**config.mk**
```make
export PLATFORM = sky130hd
export DESIGN_NAME = sha_message_schedule_ctrl_flat
export DESIGN_NICKNAME = d
export VERILOG_FILES = /design/src/rtl/sha_message_schedule_ctrl_if.sv /design/src/rtl/sha_message_schedule_ctrl.sv /design/src/flat_wrapper.sv
export SDC_FILE = /design/constraint.sdc
export NUM_CORES = 2
export LEC_CHECK = 0
export ABC_AREA = 1
export CORE_AREA = 2 2 620 622
export DETAILED_ROUTE_END_ITERATION = 16
export DIE_AREA = 0 0 622 624
export DONT_BUFFER_PORTS = 1
export HOLD_SLACK_MARGIN = 0.15
export SLEW_MARGIN = 0
export SYNTH_ARGS = -nofsm -noshare
export SYNTH_HDL_FRONTEND = slang
export SYNTH_SLANG_ARGS = --single-unit
```
**constraint.sdc**
```tcl
create_clock -name clk -period 2.28 [get_ports clk]
set_clock_uncertainty 0.2 [all_clocks]
set_input_delay 0.228 -clock clk [delete_from_list [all_inputs] [get_ports clk]]
set_output_delay 0.228 -clock clk [all_outputs]
set_load 0.05 [all_outputs]
```
**src/rtl/sha_message_schedule_ctrl_if.sv**
```systemverilog
// Stream and expander-hookup signals of the SHA-256 message schedule controller.
// master = controller side, slave = front end / compression core / expander side.
interface sha_message_schedule_ctrl_if;
  logic              blk_valid_i;
  logic              blk_ready_o;
  logic [15:0][31:0] blk_i;
  logic              w_valid_o;
  logic              w_ready_i;
  logic [31:0]       w_o;
  logic [5:0]        w_idx_o;
  logic              w_last_o;
  logic              busy_o;
  logic [15:0][31:0] exp_hist_o;
  logic [15:0][31:0] exp_hist_i;

  modport master (
    input  blk_valid_i, blk_i, w_ready_i, exp_hist_i,
    output blk_ready_o, w_valid_o, w_o, w_idx_o, w_last_o, busy_o, exp_hist_o
  );

  modport slave (
    output blk_valid_i, blk_i, w_ready_i, exp_hist_i,
    input  blk_ready_o, w_valid_o, w_o, w_idx_o, w_last_o, busy_o, exp_hist_o
  );
endinterface

```
**src/rtl/sha_message_schedule_ctrl.sv**
```systemverilog
// Drives an external SHA-256 message expander to stream W0..W63 of one block.
// Owns the 16-word history window (index 0 = newest) and waits out the expander latency.
module sha_message_schedule_ctrl #(
  parameter int unsigned PIPELINE_DEPTH = 1
) (
  input  logic                         clk,
  input  logic                         rst,
  sha_message_schedule_ctrl_if.master  bus
);

  localparam int unsigned CNT_W = (PIPELINE_DEPTH > 1) ? $clog2(PIPELINE_DEPTH) : 1;
  localparam logic [CNT_W-1:0] LAST_CNT = CNT_W'(PIPELINE_DEPTH - 1);

  if (PIPELINE_DEPTH < 1 || PIPELINE_DEPTH > 8) begin : g_bad_depth
    $error("sha_message_schedule_ctrl: PIPELINE_DEPTH must be in 1..8");
  end

  typedef enum logic [1:0] {
    IDLE = 2'd0,
    EMIT = 2'd1,
    STEP = 2'd2
  } state_t;

  state_t            state;
  logic [15:0][31:0] window;
  logic [5:0]        t;
  logic [CNT_W-1:0]  cnt;
  logic              w_valid_q;
  logic              w_last_q;
  logic [31:0]       w_data_q;

  // NOTE: all sequential state uses non-blocking assignments so every register
  // in this block samples the values present before the clock edge.
  always_ff @(posedge clk) begin
    if (rst) begin
      state     <= IDLE;
      // NOTE: the window is a flop array, not RAM, and must read zero on
      // exp_hist_o during reset, so it is cleared like any other register.
      window    <= '0;
      t         <= '0;
      cnt       <= '0;
      w_valid_q <= 1'b0;
      w_last_q  <= 1'b0;
      w_data_q  <= '0;
    end else begin
      case (state)
        IDLE: begin
          if (bus.blk_valid_i) begin
            for (int i = 0; i < 16; i++) begin
              window[i] <= bus.blk_i[15-i];
            end
            t         <= '0;
            w_data_q  <= bus.blk_i[0];
            w_valid_q <= 1'b1;
            w_last_q  <= 1'b0;
            state     <= EMIT;
          end
        end

        EMIT: begin
          if (bus.w_ready_i) begin
            if (t == 6'd63) begin
              w_valid_q <= 1'b0;
              w_last_q  <= 1'b0;
              state     <= IDLE;
            end else if (t < 6'd15) begin
              // Still replaying the message words held in the window.
              t        <= t + 6'd1;
              w_data_q <= window[4'd14 - t[3:0]];
            end else begin
              t         <= t + 6'd1;
              cnt       <= '0;
              w_valid_q <= 1'b0;
              state     <= STEP;
            end
          end
        end

        STEP: begin
          // The window has been stable for PIPELINE_DEPTH cycles when cnt hits
          // LAST_CNT, so the expander output now reflects it.
          if (cnt == LAST_CNT) begin
            window    <= bus.exp_hist_i;
            w_data_q  <= bus.exp_hist_i[0];
            w_valid_q <= 1'b1;
            w_last_q  <= (t == 6'd63);
            state     <= EMIT;
          end else begin
            cnt <= cnt + 1'b1;
          end
        end

        default: state <= IDLE;
      endcase
    end
  end

  // Gating with rst keeps ready low while held in reset yet high on the
  // very first cycle after release.
  assign bus.blk_ready_o = (state == IDLE) && !rst;
  assign bus.busy_o      = (state != IDLE);
  assign bus.w_valid_o   = w_valid_q;
  assign bus.w_o         = w_data_q;
  assign bus.w_idx_o     = t;
  assign bus.w_last_o    = w_last_q;
  assign bus.exp_hist_o  = window;

endmodule

```
**src/flat_wrapper.sv**
```systemverilog
// flat-port wrapper written by rule: the top's interface ports become plain ports
module sha_message_schedule_ctrl_flat 
#(
  parameter int unsigned PIPELINE_DEPTH = 1
)
  (clk, rst, bus_blk_valid_i, bus_blk_i, bus_w_ready_i, bus_exp_hist_i, bus_blk_ready_o, bus_w_valid_o, bus_w_o, bus_w_idx_o, bus_w_last_o, bus_busy_o, bus_exp_hist_o);
  sha_message_schedule_ctrl_if bus_i ();
  input  logic clk;
  input  logic rst;
  input wire logic [$bits(bus_i.blk_valid_i)-1:0] bus_blk_valid_i;
  input wire logic [$bits(bus_i.blk_i)-1:0] bus_blk_i;
  input wire logic [$bits(bus_i.w_ready_i)-1:0] bus_w_ready_i;
  input wire logic [$bits(bus_i.exp_hist_i)-1:0] bus_exp_hist_i;
  output wire logic [$bits(bus_i.blk_ready_o)-1:0] bus_blk_ready_o;
  output wire logic [$bits(bus_i.w_valid_o)-1:0] bus_w_valid_o;
  output wire logic [$bits(bus_i.w_o)-1:0] bus_w_o;
  output wire logic [$bits(bus_i.w_idx_o)-1:0] bus_w_idx_o;
  output wire logic [$bits(bus_i.w_last_o)-1:0] bus_w_last_o;
  output wire logic [$bits(bus_i.busy_o)-1:0] bus_busy_o;
  output wire logic [$bits(bus_i.exp_hist_o)-1:0] bus_exp_hist_o;
  assign bus_i.blk_valid_i = bus_blk_valid_i;
  assign bus_i.blk_i = bus_blk_i;
  assign bus_i.w_ready_i = bus_w_ready_i;
  assign bus_i.exp_hist_i = bus_exp_hist_i;
  assign bus_blk_ready_o = bus_i.blk_ready_o;
  assign bus_w_valid_o = bus_i.w_valid_o;
  assign bus_w_o = bus_i.w_o;
  assign bus_w_idx_o = bus_i.w_idx_o;
  assign bus_w_last_o = bus_i.w_last_o;
  assign bus_busy_o = bus_i.busy_o;
  assign bus_exp_hist_o = bus_i.exp_hist_o;
  sha_message_schedule_ctrl #(.PIPELINE_DEPTH(PIPELINE_DEPTH)) u_core (.clk(clk), .rst(rst), .bus(bus_i));
endmodule
```
==> impl_metrics.yaml <==
status:
  run_status: "finished with violations"
  violations: "negative setup slack"
setup_path:
  critical_path.endpoint_type: "flop"
  cp_data_required_time_ps: 2900
  critPathMaxFanout: 7
  start_kind: "flop"
  worstSetupPathType: "flop to flop"
  critical_path_arrival_ps: 3080
die:
  floorplan.rows: 227
  floorplan.initialDensity_pct: 8.012
  total_die_area_um2: 388100
  coreArea_um2: 381200
  die_h_um: 624
  die_w_um: 622
  num_io_pins: 1582
power:
  power_density_nw_per_um2: 1652
  p_switching_uw: 69950
  static-leakage-power_uw: 0.03115
  power.share.clock_pct: 12.5
  power.share.sequential_pct: 15.5
  vdd_drop_max_mv: 0.8938
  power_switching_share_pct: 58.19
  internal_power_uw: 50260
  comb_power_share_pct: 72.0
place:
  place.detailed.instances: 10710
  place.port_buffers: 0
  dpl.hpwl_um: 348100
  routabilityCongestion: 0.9659
drt:
  drt-vias-per-instance: 3.924
  finalWirelength_um: 444000
  met3_length_um: 50580
  drt_pre_antenna_iters: 8
  drc: 0
  wl_met1_um: 169800
  drc_violation_total_after_the_first_tritonroute_iteration: 4832
  route.antenna.remaining_nets: 0
  routed_wire_length_per_instance_um: 34.53
  vias: 50470
  met2RoutedLength_um: 194600
  maxUsedRoutingLayer: "met5"
synthesis:
  synth_top_area_share_pct: 36.32
  seq_area_frac_synth_pct: 36.32
  synth-warning-count: 0
  syn_area_um2: 30540
  synth.lib_cells_used.distinct: 22
  postSynthRegisterBits: 554
  syn-num-nets: 5988
  syn_avg_cell_area_um2: 6.163
  synth_area_leader_cell: "sky130_fd_sc_hd__dfxtp_1"
  yosys-top-cells-area: "sky130_fd_sc_hd__dfxtp_1 (36%), sky130_fd_sc_hd__a21oi_1 (18%), sky130_fd_sc_hd__nand2_1 (8.6%)"
  synthesized_netlist_cell_count: 4955
sta:
  totalNegativeSetupSlack_ps: -12920
  setup_viol: 243
  hold_viol: 0
  rsz_0062_raised_after_global_routing: "true"
  finalWorstPathRequiredPeriod_ps: 2458
  tightest_slew_ps: 971.0
  slew_violations: 0
  setup_slack_ps: -178.4
  timing.slew.headroom_pct: 35.06
  layout_worst_path_cycle_share_pct: 107.8
  max_clock_freq_ghz: 0.4068
  finalHoldWorstSlack_ps: 173.3
finish:
  final_cell_count_no_fill: 12860
  layout.nets: 8647
  layout-drive-gt1-share_pct: 27.30
  area.growth.synth_to_final_pct: 138.3
  filler_cell_count: 42150
  fin_util_pct: 19.09
clock_network:
  clkSlewWorstSetupHoldPaths_ps: 60
  cts_max_level: 3
  ctsLongestPathBuffers: 4
  tritoncts: "yes"
  cts_sinks: 554
  cts-root-buf: "sky130_fd_sc_hd__clkbuf_16"
  tritoncts.num_buffers: 88
  worst_skew_pair.late_latency_ps: 880
global_routing:
  grt_overflow: 0
  grt_start_max_net_pins: 123
  first_global_vias: 49270
  grt_util_all_layers_pct: 21.62
  grt_first_pass_wirelength_um: 541500
  antenna_violations_before_repair: 232
run:
  cap_viol_max_count: 0
min_path:
  min_path_type: "input port to flop"
-- worst max-delay path: stages (launching register included) --
cell                      delay (ps)
sky130_fd_sc_hd__dfxtp_4         360
sky130_fd_sc_hd__ha_4            290
sky130_fd_sc_hd__buf_12          150
sky130_fd_sc_hd__buf_16          140
sky130_fd_sc_hd__buf_12          140
sky130_fd_sc_hd__buf_12          140
sky130_fd_sc_hd__buf_4           140
sky130_fd_sc_hd__nand3_1          90
sky130_fd_sc_hd__nand3_2         180
sky130_fd_sc_hd__nand3_2         150
sky130_fd_sc_hd__nand3_2         130
sky130_fd_sc_hd__nand2_1         110
sky130_fd_sc_hd__nand2_1          60
sky130_fd_sc_hd__a21oi_1         110
-- state kept, by name (all words and copies together) (netlist names) --
name / count
u_core.bus.exp_hist_o: 512
u_core.bus.w_idx_o: 6
u_core.state: 2
u_core.bus.w_valid_o: 1
u_core.bus.w_o: 32
u_core.bus.w_last_o: 1
-- through the flow --
stage / area (um2) / setup slack, ps / total power [uW]
after global placement: 44900 / -697.3 / 88360
after floorplan: 30540 / 17.53 / 49060
after CTS: 69990 / -214.4 / 117100
final: 72770 / -178.4 / 120200
after global routing: 72650 / -214.4 / 124900
after detailed placement: 44900 / -679.3 / 88070
-- final timing paths --
kind	startpoint	end	slack [ps]	depth (start not counted)
worst max-delay path	u_core.bus.w_idx_o[0]	u_core.bus.w_o[13]	-180	13
worst min-delay path	bus_exp_hist_i[27]	u_core.bus.exp_hist_o[27]	170	3
worst max register to register	u_core.bus.w_idx_o[0]	u_core.bus.w_o[13]	-180	13
worst min register to register	u_core.bus.w_o[31]	u_core.bus.w_o[31]	330	2
-- cells in the mapped netlist --
| master | count |
|---|---|
| sky130_fd_sc_hd__a211oi_1 | 2 |
| sky130_fd_sc_hd__a21oi_1 | 1097 |
| sky130_fd_sc_hd__buf_1 | 18 |
| sky130_fd_sc_hd__buf_2 | 129 |
| sky130_fd_sc_hd__buf_4 | 18 |
| sky130_fd_sc_hd__clkbuf_1 | 249 |
| sky130_fd_sc_hd__clkinv_1 | 1 |
| sky130_fd_sc_hd__dfxtp_1 | 554 |
| sky130_fd_sc_hd__ha_1 | 5 |
| sky130_fd_sc_hd__inv_1 | 654 |
| sky130_fd_sc_hd__inv_2 | 5 |
| sky130_fd_sc_hd__nand2_1 | 697 |
| sky130_fd_sc_hd__nand3_1 | 452 |
| sky130_fd_sc_hd__nand3b_1 | 1 |
| sky130_fd_sc_hd__nand4_1 | 2 |
| sky130_fd_sc_hd__nor2_1 | 517 |
| sky130_fd_sc_hd__nor3_1 | 1 |
| sky130_fd_sc_hd__nor3b_1 | 1 |
| sky130_fd_sc_hd__o21a_1 | 1 |
| sky130_fd_sc_hd__o21ai_0 | 521 |
| sky130_fd_sc_hd__o21ai_1 | 28 |
| sky130_fd_sc_hd__or2_1 | 2 |
-- area by class of cell --
class	count	area [um2]	area share (%)
multi-input cells	3327	18930	26.01
diodes	143	357.8	0.4917
repair buffers	2982	30480	41.88
repair inverters	1	8.758	0.01204
well taps	5038	6304	8.662
inverters	660	2560	3.518
clock buffers	124	2527	3.473
flip-flops and latches	554	11110	15.26
clock inverters	32	506.7	0.6963
-- per-layer routing --
layer  track usage (%)  vias to the layer above
met5            0.3334                        -
met4             11.06                      134
met3             9.973                     1334
met2             33.73                     3424
met1             24.65                    23870
li1                  -                    21710
-- logic make-up after synthesis --
family / Yosys count / share of synthesized area [%]
and+or+nand+nor: 1673 / 22.48
AOI/OAI and AO/OA: 1649 / 27.05
buffers and inverters: 1074 / 13.95
adders and majority gates: 5 / 0.2049
DFF: 554 / 36.32
-- layout by cell type (no fill, tap or decap), types with 4 or more instances in the layout --
cell                            synthesis  layout
sky130_fd_sc_hd__nor2_2                 0      27
sky130_fd_sc_hd__buf_4                 18     978
sky130_fd_sc_hd__clkinv_2               0       5
sky130_fd_sc_hd__a21oi_1             1097     896
sky130_fd_sc_hd__bufinv_16              0      11
sky130_fd_sc_hd__inv_2                  5       4
sky130_fd_sc_hd__clkinv_4               0       7
sky130_fd_sc_hd__dfxtp_2                0       9
sky130_fd_sc_hd__a21oi_2                0     174
sky130_fd_sc_hd__clkbuf_1             249      17
sky130_fd_sc_hd__nand2_1              697     617
sky130_fd_sc_hd__buf_16                 0      66
sky130_fd_sc_hd__buf_8                  0      15
sky130_fd_sc_hd__o21ai_1               28     149
sky130_fd_sc_hd__nand2_2                0      47
sky130_fd_sc_hd__nand2_4                0      31
sky130_fd_sc_hd__clkbuf_16              0     113
sky130_fd_sc_hd__inv_6                  0       7
sky130_fd_sc_hd__nor2_4                 0      13
sky130_fd_sc_hd__inv_1                654     646
sky130_fd_sc_hd__o21ai_4                0       6
sky130_fd_sc_hd__nand3_1              452     194
sky130_fd_sc_hd__dlygate4sd3_1          0    1693
sky130_fd_sc_hd__clkbuf_8               0      20
sky130_fd_sc_hd__buf_6                  0      86
sky130_fd_sc_hd__buf_12                 0     104
sky130_fd_sc_hd__o21ai_0              521     341
sky130_fd_sc_hd__nor2_1               517     477
sky130_fd_sc_hd__diode_2                0     143
sky130_fd_sc_hd__bufbuf_16              0      14
sky130_fd_sc_hd__o21ai_2                0      53
sky130_fd_sc_hd__clkinvlp_4             0       4
sky130_fd_sc_hd__nand3_2                0     175
sky130_fd_sc_hd__a21oi_4                0      27
sky130_fd_sc_hd__dfxtp_1              554     544
sky130_fd_sc_hd__nand3_4                0      83
-- power by group through the flow --
stage	registers, uW	logic (uW)	clock network [uW]
after floorplan	32500	16600	0
after global placement	18700	69700	0
after detailed placement	18600	69500	0
after CTS	18500	83200	15400
after global routing	18900	90300	15700
final	18600	86600	15000
-- timing repair --
item                                    4_1_cts  5_1_grt
buffers inserted                             90       17
gates resized for setup                     761      481
gates cloned                                 46       28
endpoints found under the setup margin      536      482
hold buffers                               1693        0
hold endpoints to repair                    554        0
pin swaps                                    70       83
Note: power is estimated with default switching activity, not from simulation.
==> edit (config.mk and constraints unchanged) <==
Reset style: asynchronous (`rst`), changed in one clocked block.
--- a/src/rtl/sha_message_schedule_ctrl.sv
+++ b/src/rtl/sha_message_schedule_ctrl.sv
@@ -31,7 +31,7 @@
 
   // NOTE: all sequential state uses non-blocking assignments so every register
   // in this block samples the values present before the clock edge.
-  always_ff @(posedge clk) begin
+  always_ff @(posedge clk or posedge rst) begin
     if (rst) begin
       state     <= IDLE;
       // NOTE: the window is a flop array, not RAM, and must read zero on
Behaviour: not the same (Yosys sat finds a counterexample within 4 cycles, from zero or initial values and one cycle with rst high; the reset may be asserted at any time).
==> edit against the unedited design <==
  * The run still ends with setup timing left
  * Area after synthesis increased by 3.3%
  * Non-clock buffer count increased by 193
  * Sequential share of layout area increased by 3.1 points
  * Die area unchanged
  * Final area increased by 3.6%
  * Setup slack got worse by 0.054 ns
  * Critical path depth increased by 1
  * Count of clock-buffer cells in the layout decreased by 12
  * Via count decreased by 7.5%
  * Routed wire length decreased by 5.3%
  * Sequential cell count unchanged
  * Power increased by 17%
  * Critical path type unchanged
  * Critical endpoint is now u_core.bus.w_o[14]
  * Largest power group unchanged
  * Highest routed layer unchanged
==> edit: results (changes against the unedited design) <==
stage,metric,value,unit,change
status,status,"complete, but fails checks",,
status,failing checks,setup timing,,
global_route,first-pass GRT wire length,505000,µm,-6.8%
drt,via/cell ratio,3.83,,-2.4%
clocking,postcts setup bufs,62,,-31%
placed_design,GP Congestion,0.989,,+2.4%
cells_and_area,Final non-clock buffer share,43.3,%,+1.4 points
worst_setup_path,Critical R2R Launch,u_core.bus.w_idx_o[0],,
power_and_ir_drop,Pleak,31.4,nW,+0.81%
sta,Final WS setup,-0.233,ns,-0.0542 ns
clocking,cts bufs inserted,89,,+1.1%
cells_and_area,FILL cells,41500,,-1.5%
worst_hold_path,Worst Hold Launch,bus_exp_hist_i[0],,
yosys,Synth async-reset ratio,100,%,+100 points
global_route,number of global-route vias before repair,46800,,-5.1%
power_and_ir_drop,Peak VDD IR,0.000805,V,-10%
cells_and_area,#MultiIn Comb,2838,,-15%
worst_setup_path,CP Max Fanout,5,,-2
yosys,Synth area leader,dfrtp_1,,
yosys,Synth Area in Adders,0.198,%,-0.0065 points
sta,setup TNS,-16.64,ns,-3.72 ns
yosys,synth top area cells,"dfrtp_1 (44%), mux2i_1 (11%), nand2_1 (10%)",,
yosys,post-synthesis mux area share,11.2,%,+11 points
worst_setup_path,worst r2r path cells,14,,+1
cells_and_area,sequential share of cell area,18.4,%,+3.1 points
cells_and_area,CLK BUF,112,,-9.7%
placed_design,placed cell area,46000,µm²,+2.4%
global_route,GRT Total Usage,20.1,%,-1.5 points
drt,DRT Wirelength,421000,µm,-5.3%
cells_and_area,layout cells sized above 1,28.6,%,+1.3 points
sta,worst-margin pin slew,0.881,ns,-0.0897 ns
cells_and_area,nets@finish,8002,,-7.5%
worst_hold_path,hold endpoint,u_core.bus.w_o[0],,
yosys,post-synthesis xor/xnor area fraction,0.0278,%,+0.028 points
power_and_ir_drop,Pwr Density,1870,nW/µm²,+13%
cells_and_area,Antenna Cells,112,,-22%
cells_and_area,fin cells,12200,,-5.2%
sta,final-report setup violation count,266,,+9.5%
-- edit: cell types whose count changed after synthesis, moves of 128 or more --
cell	delta
nand2_1	+151
dfxtp_1	-554
inv_1	-350
dfrtp_1	+554
clkbuf_1	-201
a21oi_1	-627
o211ai_1	+128
mux2i_1	+352
o21ai_0	-387
-- edit: per-stage QoR --
step	worst slack (ns)	hold slack, ns	total power [mW]
after floorplan	-5.69	0.183	57.5
after global placement	-0.690	0.0610	105
after detailed placement	-0.597	0.0683	105
after CTS	-0.232	0.150	132
after global routing	-0.330	0.177	146
final	-0.233	0.161	141
-- edit: power groups by stage --
| stage | clock network, mW | registers [mW] | logic (mW) |
|---|---|---|---|
| 2_1_floorplan | 0 | 35.0 | 22.4 |
| 3_3_place_gp | 0 | 20.6 | 84.0 |
| 3_5_place_dp | 0 | 20.7 | 83.9 |
| 4_1_cts | 15.1 | 20.6 | 96.1 |
| 5_1_grt | 15.4 | 20.9 | 110 |
| 6_report | 14.7 | 20.7 | 105 |
-- edit: metal layers --
metal	vias to the layer above	GRT usage [%]	share of wire (%)
met2	3419	32.3	45
met5	-	0.0123	0.068
met1	22500	20.8	35
met3	1322	9.39	12
met4	42	14.0	8.7
li1	19400	-	-
-- edit: critical path, cell delays in order, from the launching register on --
cell,delay [ns]
dfrtp_4,0.50
ha_4,0.38
clkinv_16,0.09
buf_4,0.17
buf_4,0.14
nand3_2,0.10
buf_12,0.12
nand2_1,0.07
nand2_1,0.07
nand3_1,0.07
buf_4,0.17
nand3_1,0.07
nand2_1,0.07
nand2_2,0.10
nand2_1,0.06
